### src/rtl/pipe_ctrl_pkg.sv
// ---------------------------------------------------------------------------
// pipe_ctrl_pkg
// Shared types and constants for the 5-stage pipeline hazard/control unit.
//   fwd_sel_t   : operand bypass select (regfile, EX/MEM result, MEM/WB result)
//   irq_state_t : interrupt-entry sequencer states
//   MUL_LAT_DEF : default number of EX cycles taken by a multiply
// ---------------------------------------------------------------------------
package pipe_ctrl_pkg;

    localparam int MUL_LAT_DEF = 4;

    typedef enum logic [1:0] {
        FWD_RF    = 2'b00,
        FWD_EXMEM = 2'b01,
        FWD_MEMWB = 2'b10
    } fwd_sel_t;

    typedef enum logic [2:0] {
        IRQ_IDLE,
        IRQ_DRAIN,
        IRQ_PUSH_PC,
        IRQ_PUSH_FLAGS,
        IRQ_VECTOR
    } irq_state_t;

endpackage

### src/rtl/pipe_fwd_sel.sv
// ---------------------------------------------------------------------------
// pipe_fwd_sel
// Purely combinational bypass selector for one EX operand.
//   op_addr        in  RA_W  register address read by the EX instruction
//   mem_dst        in  RA_W  destination held in the EX/MEM buffer
//   mem_reg_write  in  1     EX/MEM instruction writes the register file
//   wb_dst         in  RA_W  destination held in the MEM/WB buffer
//   wb_reg_write   in  1     MEM/WB instruction writes the register file
//   sel            out 2     fwd_sel_t; EX/MEM wins over MEM/WB (younger value)
// ---------------------------------------------------------------------------
module pipe_fwd_sel
    import pipe_ctrl_pkg::*;
#(
    parameter int RA_W = 4
) (
    input  logic [RA_W-1:0] op_addr,
    input  logic [RA_W-1:0] mem_dst,
    input  logic            mem_reg_write,
    input  logic [RA_W-1:0] wb_dst,
    input  logic            wb_reg_write,
    output fwd_sel_t        sel
);

    always_comb begin
        sel = FWD_RF;
        if (mem_reg_write && (mem_dst == op_addr)) begin
            sel = FWD_EXMEM;
        end else if (wb_reg_write && (wb_dst == op_addr)) begin
            sel = FWD_MEMWB;
        end
    end

endmodule

### src/rtl/pipe_hazard_ctrl.sv
// ---------------------------------------------------------------------------
// pipe_hazard_ctrl
// Central hazard/control unit for the 5-stage pipeline: operand forwarding,
// load-use bubbles, multi-cycle multiply stalls, branch flushes and the
// interrupt-entry sequencer.
//   clk, reset                        clock, synchronous active-high reset
//   id_*/ex_*/mem_*/wb_*              pipeline-buffer register addresses/flags
//   branch_taken, irq                 EX branch resolution, level interrupt
//   fwd_src, fwd_dst                  bypass selects for the EX operands
//   stall_if, stall_id, bubble_ex     hold PC / IF-ID, zero ID/EX control
//   flush_if_id, flush_id_ex          squash buffers
//   irq_push_pc/push_flags/load_vec   interrupt sequence strobes, irq_ack
//   mul_busy                          multiply occupying EX
//   perf_stalls, perf_flushes         saturating event counters
// Build option: define PIPE_PERF_CNT_EN to implement the perf counters;
// otherwise they are constant zero and no counter flops exist.
// All combinational outputs are forced to zero while reset is high so that
// a reset landing mid-sequence never emits a stray strobe.
// ---------------------------------------------------------------------------
module pipe_hazard_ctrl
    import pipe_ctrl_pkg::*;
#(
    parameter int RA_W    = 4,
    parameter int MUL_LAT = MUL_LAT_DEF,
    parameter int CNT_W   = 32
) (
    input  logic             clk,
    input  logic             reset,
    input  logic [RA_W-1:0]  id_src,
    input  logic [RA_W-1:0]  id_dst,
    input  logic             id_src_used,
    input  logic             id_dst_used,
    input  logic             id_is_mul,
    input  logic [RA_W-1:0]  ex_src,
    input  logic [RA_W-1:0]  ex_dst,
    input  logic             ex_mem_read,
    input  logic             ex_reg_write,
    input  logic [RA_W-1:0]  mem_dst,
    input  logic             mem_reg_write,
    input  logic [RA_W-1:0]  wb_dst,
    input  logic             wb_reg_write,
    input  logic             branch_taken,
    input  logic             irq,
    output logic [1:0]       fwd_src,
    output logic [1:0]       fwd_dst,
    output logic             stall_if,
    output logic             stall_id,
    output logic             bubble_ex,
    output logic             flush_if_id,
    output logic             flush_id_ex,
    output logic             irq_push_pc,
    output logic             irq_push_flags,
    output logic             irq_load_vec,
    output logic             irq_ack,
    output logic             mul_busy,
    output logic [CNT_W-1:0] perf_stalls,
    output logic [CNT_W-1:0] perf_flushes
);

    localparam int MC_W = (MUL_LAT > 2) ? $clog2(MUL_LAT) : 1;

    // ---------------- forwarding: one selector per EX operand -------------
    logic [RA_W-1:0] op_addr [2];
    fwd_sel_t        fwd_sel [2];

    assign op_addr[0] = ex_src;
    assign op_addr[1] = ex_dst;

    generate
        for (genvar gi = 0; gi < 2; gi++) begin : g_fwd
            pipe_fwd_sel #(.RA_W(RA_W)) u_fwd_sel (
                .op_addr       (op_addr[gi]),
                .mem_dst       (mem_dst),
                .mem_reg_write (mem_reg_write),
                .wb_dst        (wb_dst),
                .wb_reg_write  (wb_reg_write),
                .sel           (fwd_sel[gi])
            );
        end
    endgenerate

    assign fwd_src = reset ? FWD_RF : fwd_sel[0];
    assign fwd_dst = reset ? FWD_RF : fwd_sel[1];

    // ---------------- state ----------------------------------------------
    logic [MC_W-1:0] mul_cnt_reg, mul_cnt_next;
    irq_state_t      irq_state_reg, irq_state_next;
    logic            irq_prev_reg;
    logic            irq_pending_reg, irq_pending_next;

    logic mul_active;
    logic load_use;
    logic branch_flush;
    logic irq_edge;

    assign mul_active   = (mul_cnt_reg != '0);
    assign mul_busy     = mul_active && !reset;
    assign load_use     = ex_mem_read && ex_reg_write &&
                          ((id_src_used && (id_src == ex_dst)) ||
                           (id_dst_used && (id_dst == ex_dst)));
    // EX is frozen while a multiply runs, so a branch cannot resolve then.
    assign branch_flush = branch_taken && !mul_active;
    assign irq_edge     = irq && !irq_prev_reg;

    // ---------------- hazard outputs and interrupt sequencer --------------
    always_comb begin
        stall_if       = 1'b0;
        stall_id       = 1'b0;
        bubble_ex      = 1'b0;
        flush_if_id    = 1'b0;
        flush_id_ex    = 1'b0;
        irq_push_pc    = 1'b0;
        irq_push_flags = 1'b0;
        irq_load_vec   = 1'b0;
        irq_ack        = 1'b0;
        irq_state_next = irq_state_reg;

        // Multiply holds EX in place (no bubble); a taken branch beats load-use.
        if (mul_active) begin
            stall_if = 1'b1;
            stall_id = 1'b1;
        end else if (branch_flush) begin
            flush_if_id = 1'b1;
            flush_id_ex = 1'b1;
        end else if (load_use) begin
            stall_if  = 1'b1;
            stall_id  = 1'b1;
            bubble_ex = 1'b1;
        end

        case (irq_state_reg)
            IRQ_IDLE: begin
                if (irq_pending_reg) irq_state_next = IRQ_DRAIN;
            end
            IRQ_DRAIN: begin
                stall_if = 1'b1;
                if (!mul_active) bubble_ex = 1'b1;
                // A branch here redirects the PC; wait one more cycle so the
                // pushed PC is the branch target.
                if (!mul_active && !branch_taken) irq_state_next = IRQ_PUSH_PC;
            end
            IRQ_PUSH_PC: begin
                irq_push_pc    = 1'b1;
                irq_ack        = 1'b1;
                irq_state_next = IRQ_PUSH_FLAGS;
            end
            IRQ_PUSH_FLAGS: begin
                irq_push_flags = 1'b1;
                irq_state_next = IRQ_VECTOR;
            end
            IRQ_VECTOR: begin
                irq_load_vec   = 1'b1;
                flush_if_id    = 1'b1;
                irq_state_next = IRQ_IDLE;
            end
            default: irq_state_next = IRQ_IDLE;
        endcase

        if (reset) begin
            stall_if       = 1'b0;
            stall_id       = 1'b0;
            bubble_ex      = 1'b0;
            flush_if_id    = 1'b0;
            flush_id_ex    = 1'b0;
            irq_push_pc    = 1'b0;
            irq_push_flags = 1'b0;
            irq_load_vec   = 1'b0;
            irq_ack        = 1'b0;
        end
    end

    // A multiply starts only when ID actually advances into EX.
    always_comb begin
        mul_cnt_next = mul_cnt_reg;
        if (mul_active) begin
            mul_cnt_next = mul_cnt_reg - MC_W'(1);
        end else if (id_is_mul && !stall_id && !bubble_ex && !flush_id_ex) begin
            mul_cnt_next = MC_W'(MUL_LAT - 1);
        end
    end

    // A new edge wins over the ack so a request arriving mid-sequence is kept.
    always_comb begin
        irq_pending_next = irq_pending_reg;
        if (irq_edge)     irq_pending_next = 1'b1;
        else if (irq_ack) irq_pending_next = 1'b0;
    end

    always_ff @(posedge clk) begin
        if (reset) begin
            mul_cnt_reg     <= '0;
            irq_state_reg   <= IRQ_IDLE;
            irq_prev_reg    <= 1'b0;
            irq_pending_reg <= 1'b0;
        end else begin
            mul_cnt_reg     <= mul_cnt_next;
            irq_state_reg   <= irq_state_next;
            irq_prev_reg    <= irq;
            irq_pending_reg <= irq_pending_next;
        end
    end

    // ---------------- optional saturating event counters ------------------
`ifdef PIPE_PERF_CNT_EN
    logic [CNT_W-1:0] perf_stalls_reg;
    logic [CNT_W-1:0] perf_flushes_reg;

    always_ff @(posedge clk) begin
        if (reset) begin
            perf_stalls_reg  <= '0;
            perf_flushes_reg <= '0;
        end else begin
            if (stall_id && (perf_stalls_reg != '1))
                perf_stalls_reg <= perf_stalls_reg + CNT_W'(1);
            if (flush_id_ex && (perf_flushes_reg != '1))
                perf_flushes_reg <= perf_flushes_reg + CNT_W'(1);
        end
    end

    assign perf_stalls  = perf_stalls_reg;
    assign perf_flushes = perf_flushes_reg;
`else
    assign perf_stalls  = '0;
    assign perf_flushes = '0;
`endif

endmodule
### config.mk
export PLATFORM = sky130hd
export DESIGN_NAME = pipe_hazard_ctrl
export DESIGN_NICKNAME = d
export VERILOG_FILES = /design/src/rtl/pipe_ctrl_pkg.sv /design/src/rtl/pipe_fwd_sel.sv /design/src/rtl/pipe_hazard_ctrl.sv
export SDC_FILE = /design/constraint.sdc
export NUM_CORES = 1
export LEC_CHECK = 0
export ABC_AREA = 1
export BUFFER_PORTS_ARGS = -buffer_cell sky130_fd_sc_hd__buf_2
export CORE_MARGIN = 5
export CORE_UTILIZATION = 41
export DETAILED_ROUTE_END_ITERATION = 8
export PLACE_DENSITY_LB_ADDON = 0.15
export SLEW_MARGIN = 20
export SYNTH_ARGS = -nofsm -noshare
export SYNTH_HDL_FRONTEND = slang
export SYNTH_SLANG_ARGS = --single-unit
### constraint.sdc
create_clock -name clk -period 3.5 [get_ports clk]
set_input_delay 0.35 -clock clk [delete_from_list [all_inputs] [get_ports clk]]
set_output_delay 0.35 -clock clk [all_outputs]
set_load 0.005 [all_outputs]
==> results.txt <==
For this run, the number of Yosys warnings is 0. The number of port buffers is 48, and the fraction of synthesis flops using an asynchronous set or reset pin is 0%. Summed over all nets, the switching power comes to 0.184 mW. For this run, design rule violations remaining after detail routing come to 0. Worst min-delay path class: input port to flop. The number of register bits inferred by synthesis came out at 7.

The remaining number of nets flagged by the antenna check after routing was 0; the number of cell rows was 20. The mean area per synthesized cell is 6.31 um^2. The run gives 198 as the cell count after synthesis. Adding up every negative setup slack in the final design gives 0 ns. Signal routing reaches up to met4. The logs give 0 for the number of setup violations in the final report and 0 for the number of antenna violations at the first check in global routing. Sequential elements use 11.2% of the synthesized area. The worst-case vdd ir drop was 0.0881 mV.

TritonCTS built the clock tree. In this run, the number of DRC markers left after iteration 0 of detailed routing was 43. For the die area, the log shows 4250 um^2. The number of primary I/O pins was 113; the worst-skew pair later-pin latency was 0.26 ns. The logs give 521 MHz for the maximum frequency from static timing analysis and 2980 um^2 for the area inside the core boundary. Hold repair after CTS inserted 0 buffers. At the worst endpoint, the arrival time is 1.57 ns. The post-route netlist has 25.2% of its cells at a drive strength greater than 1. The number of flip-flops in the largest register was 3. Clock skew on the completed layout was measured at 0.000587 ns. Final hold analysis gives a worst-case slack of 0.307 ns. For the post-CTS setup-driven buffer insertion count, the log shows 0. The part of the power in combinational logic was 55.5%. The fraction of the cycle the final worst path needs is 54.9%. STA puts the critical path data required time at 3.15 ns. Power spread over the standard cell area amounts to 322 nW/um^2. In this run the clock root is driven by a sky130_fd_sc_hd__clkbuf_4. The cell area that synthesis handed to floorplanning was 1250 um^2. Summed over all cells, the static leakage comes to 0.826 nW.

The count of max-cap constraint violations is 0, and the final RePlAce weighted congestion is 0.817. The total congestion overflow was 0. The tools report the count of vias placed by the detailed router as 1123. Final hold violation count: 0. In this run, the clock network consumes 18.3% of the power. The tools report the total CTS buffers as 3. The H-tree depth reported by CTS was 1; the quantity of gates resized following cts was 0. For this run, the total global-route usage over all layers was measured as 11.4%.

The finished cells cover 1300 um^2. The tools report the detailed placer's ending HPWL as 2390 um. The total length of routed met3 wires is 321 um. For this run, the post-layout net count is 283. The element type at the critical path end was an output pin. The synthesized netlist contains 27 unique library cells. The internal power contribution was 0.234 mW; the average wire per cell in the routed design was 9.49 um. The run gives 0 as the count of inserted antenna diode cells. From left edge to right edge, the die measures 65.2 um. Number of pins exceeding their max-slew limit in the final report: 0. The most used flip-flop cell after synthesis is sky130_fd_sc_hd__dfxtp_1.

The switching part of the total was 44.1%. The worst setup path is of the flop to output pin kind. The logs give 1040 um for the routed metal-1 wirelength and 3860 um for the global-route wire length before repair.

After clock tree synthesis, the clock-pin slew on the worst setup and hold paths is 0.06 ns. Setup repair after global routing left no endpoint under its margin. The top fanout value on the critical path works out to 8. For the placed instance area, the log shows 1270 um^2. The maximum number of pins on one net before global-route repair was 16; the clock period minus final worst setup slack was 1.92 ns. The mean number of vias per cell is 4.03, and the length of the first detailed-routing pass in iterations is 4.

The worst setup path is launched from a flop. The share of total power dissipated in sequential elements is 26.2%. The logs give 938 for the number of global-route vias before repair and 2650 um for the final wirelength.

Counting every sink on the clock net gives 7. Once the floorplan was initialized, standard cells occupied 42.0% of the core. Relative to the synthesized area, the layout overhead comes to 3.90%.

Count of flip-flops with a built-in enable after synthesis: 0. The routed design uses 1240 um of met2 wire. The clock passes through at most 2 buffers. Power comes to 0.418 mW. The run finished with clean final reports. The height of the die is 65.2 um.
[power groups by stage]
stage / logic (mW) / clock network [mW] / registers [mW]
after CTS: 0.233 / 0.0808 / 0.110
after global routing: 0.268 / 0.0859 / 0.113
after detailed placement: 0.232 / 0 / 0.111
final: 0.232 / 0.0763 / 0.109
after global placement: 0.233 / 0 / 0.111
after floorplan: 0.218 / 0 / 0.109
[stage by stage]
step	instances	util (%)	setup slack, ns
global route	279	43.6	1.44
detailed placement	275	42.7	1.79
floorplan	261	-	2.04
finish	279	43.6	1.58
global placement	275	42.7	1.80
CTS	279	43.6	1.55
[worst paths after layout]
kind | from | end | slack [ns] | depth (start not counted)
max | mul_cnt_reg[0] | stall_if | 1.58 | 7
min | irq | irq_prev_reg | 0.31 | 3
max reg2reg | mul_cnt_reg[0] | mul_cnt_reg[1] | 2.07 | 9
min reg2reg | irq_prev_reg | irq_pending_reg | 0.41 | 1
[synthesized netlist by cell type (2+ instances only)]
library cell	n	area share [%]
sky130_fd_sc_hd__inv_1	21	6.3
sky130_fd_sc_hd__nand2_4	2	1.8
sky130_fd_sc_hd__buf_4	65	39
sky130_fd_sc_hd__nor4_1	4	2.0
sky130_fd_sc_hd__nor2_1	17	5.1
sky130_fd_sc_hd__o21ai_0	8	3.2
sky130_fd_sc_hd__xnor2_1	6	4.2
sky130_fd_sc_hd__nor3_1	4	1.6
sky130_fd_sc_hd__a21oi_1	5	2.0
sky130_fd_sc_hd__nand2_1	28	8.4
sky130_fd_sc_hd__dfxtp_1	7	11
sky130_fd_sc_hd__a221oi_1	3	2.1
sky130_fd_sc_hd__o22ai_1	5	2.5
sky130_fd_sc_hd__inv_2	5	1.5
sky130_fd_sc_hd__nand3_1	6	2.4
[layout by cell type (no fill, tap or decap), drive strengths merged]
master  instances
xnor2           6
nand4           1
o21ai           8
clkinv          1
conb           64
nor2           18
nand3b          1
clkbuf          3
or2             1
dfxtp           7
nand2          31
nor4            4
a21oi           5
o22ai           5
inv            26
a211oi          1
a221oi          3
buf            48
o31ai           1
nand3           7
nor3            4
ha              1
[worst max-delay path, cell delays in order (launching register included)]
cell and delay (ns):
sky130_fd_sc_hd__dfxtp_1 0.30, sky130_fd_sc_hd__inv_1 0.08, sky130_fd_sc_hd__ha_1 0.33, sky130_fd_sc_hd__a21oi_1 0.12
sky130_fd_sc_hd__nand2_2 0.11, sky130_fd_sc_hd__nand2_4 0.06, sky130_fd_sc_hd__or2_1 0.19, sky130_fd_sc_hd__buf_2 0.12
[area by class of cell]
class / instances / area (um^2)
Clock buffer: 3 / 22.5
Clock inverter: 1 / 5.00
Fill cell: 349 / 1680
Inverter: 26 / 97.6
Multi-Input combinational cell: 161 / 752
Sequential cell: 7 / 140
Tap cell: 33 / 41.3
Timing Repair Buffer: 48 / 240
[cell families (layout without fill, tap and decap cells)]
kind of cell             after synthesis  count (layout)  share of synthesized area [%]
AO/OA/AOI/OAI                         23              23                           11.0
other                                  1              64                          0.300
flip-flops                             7               7                           11.2
XOR/XNOR                               6               6                           4.20
buffers and inverters                 93              78                           47.5
adder cells (fa/ha/maj)                1               1                           1.00
AND/OR/NAND/NOR                       67              67                           24.7
[routing by layer]
layer | vias up | global-route usage, %
met1 | 466 | 13.4
met4 | 0 | 5.44
met5 | - | 0
met3 | 5 | 3.08
li1 | 592 | -
met2 | 60 | 19.1
Note: power is estimated with default switching activity, not from simulation.
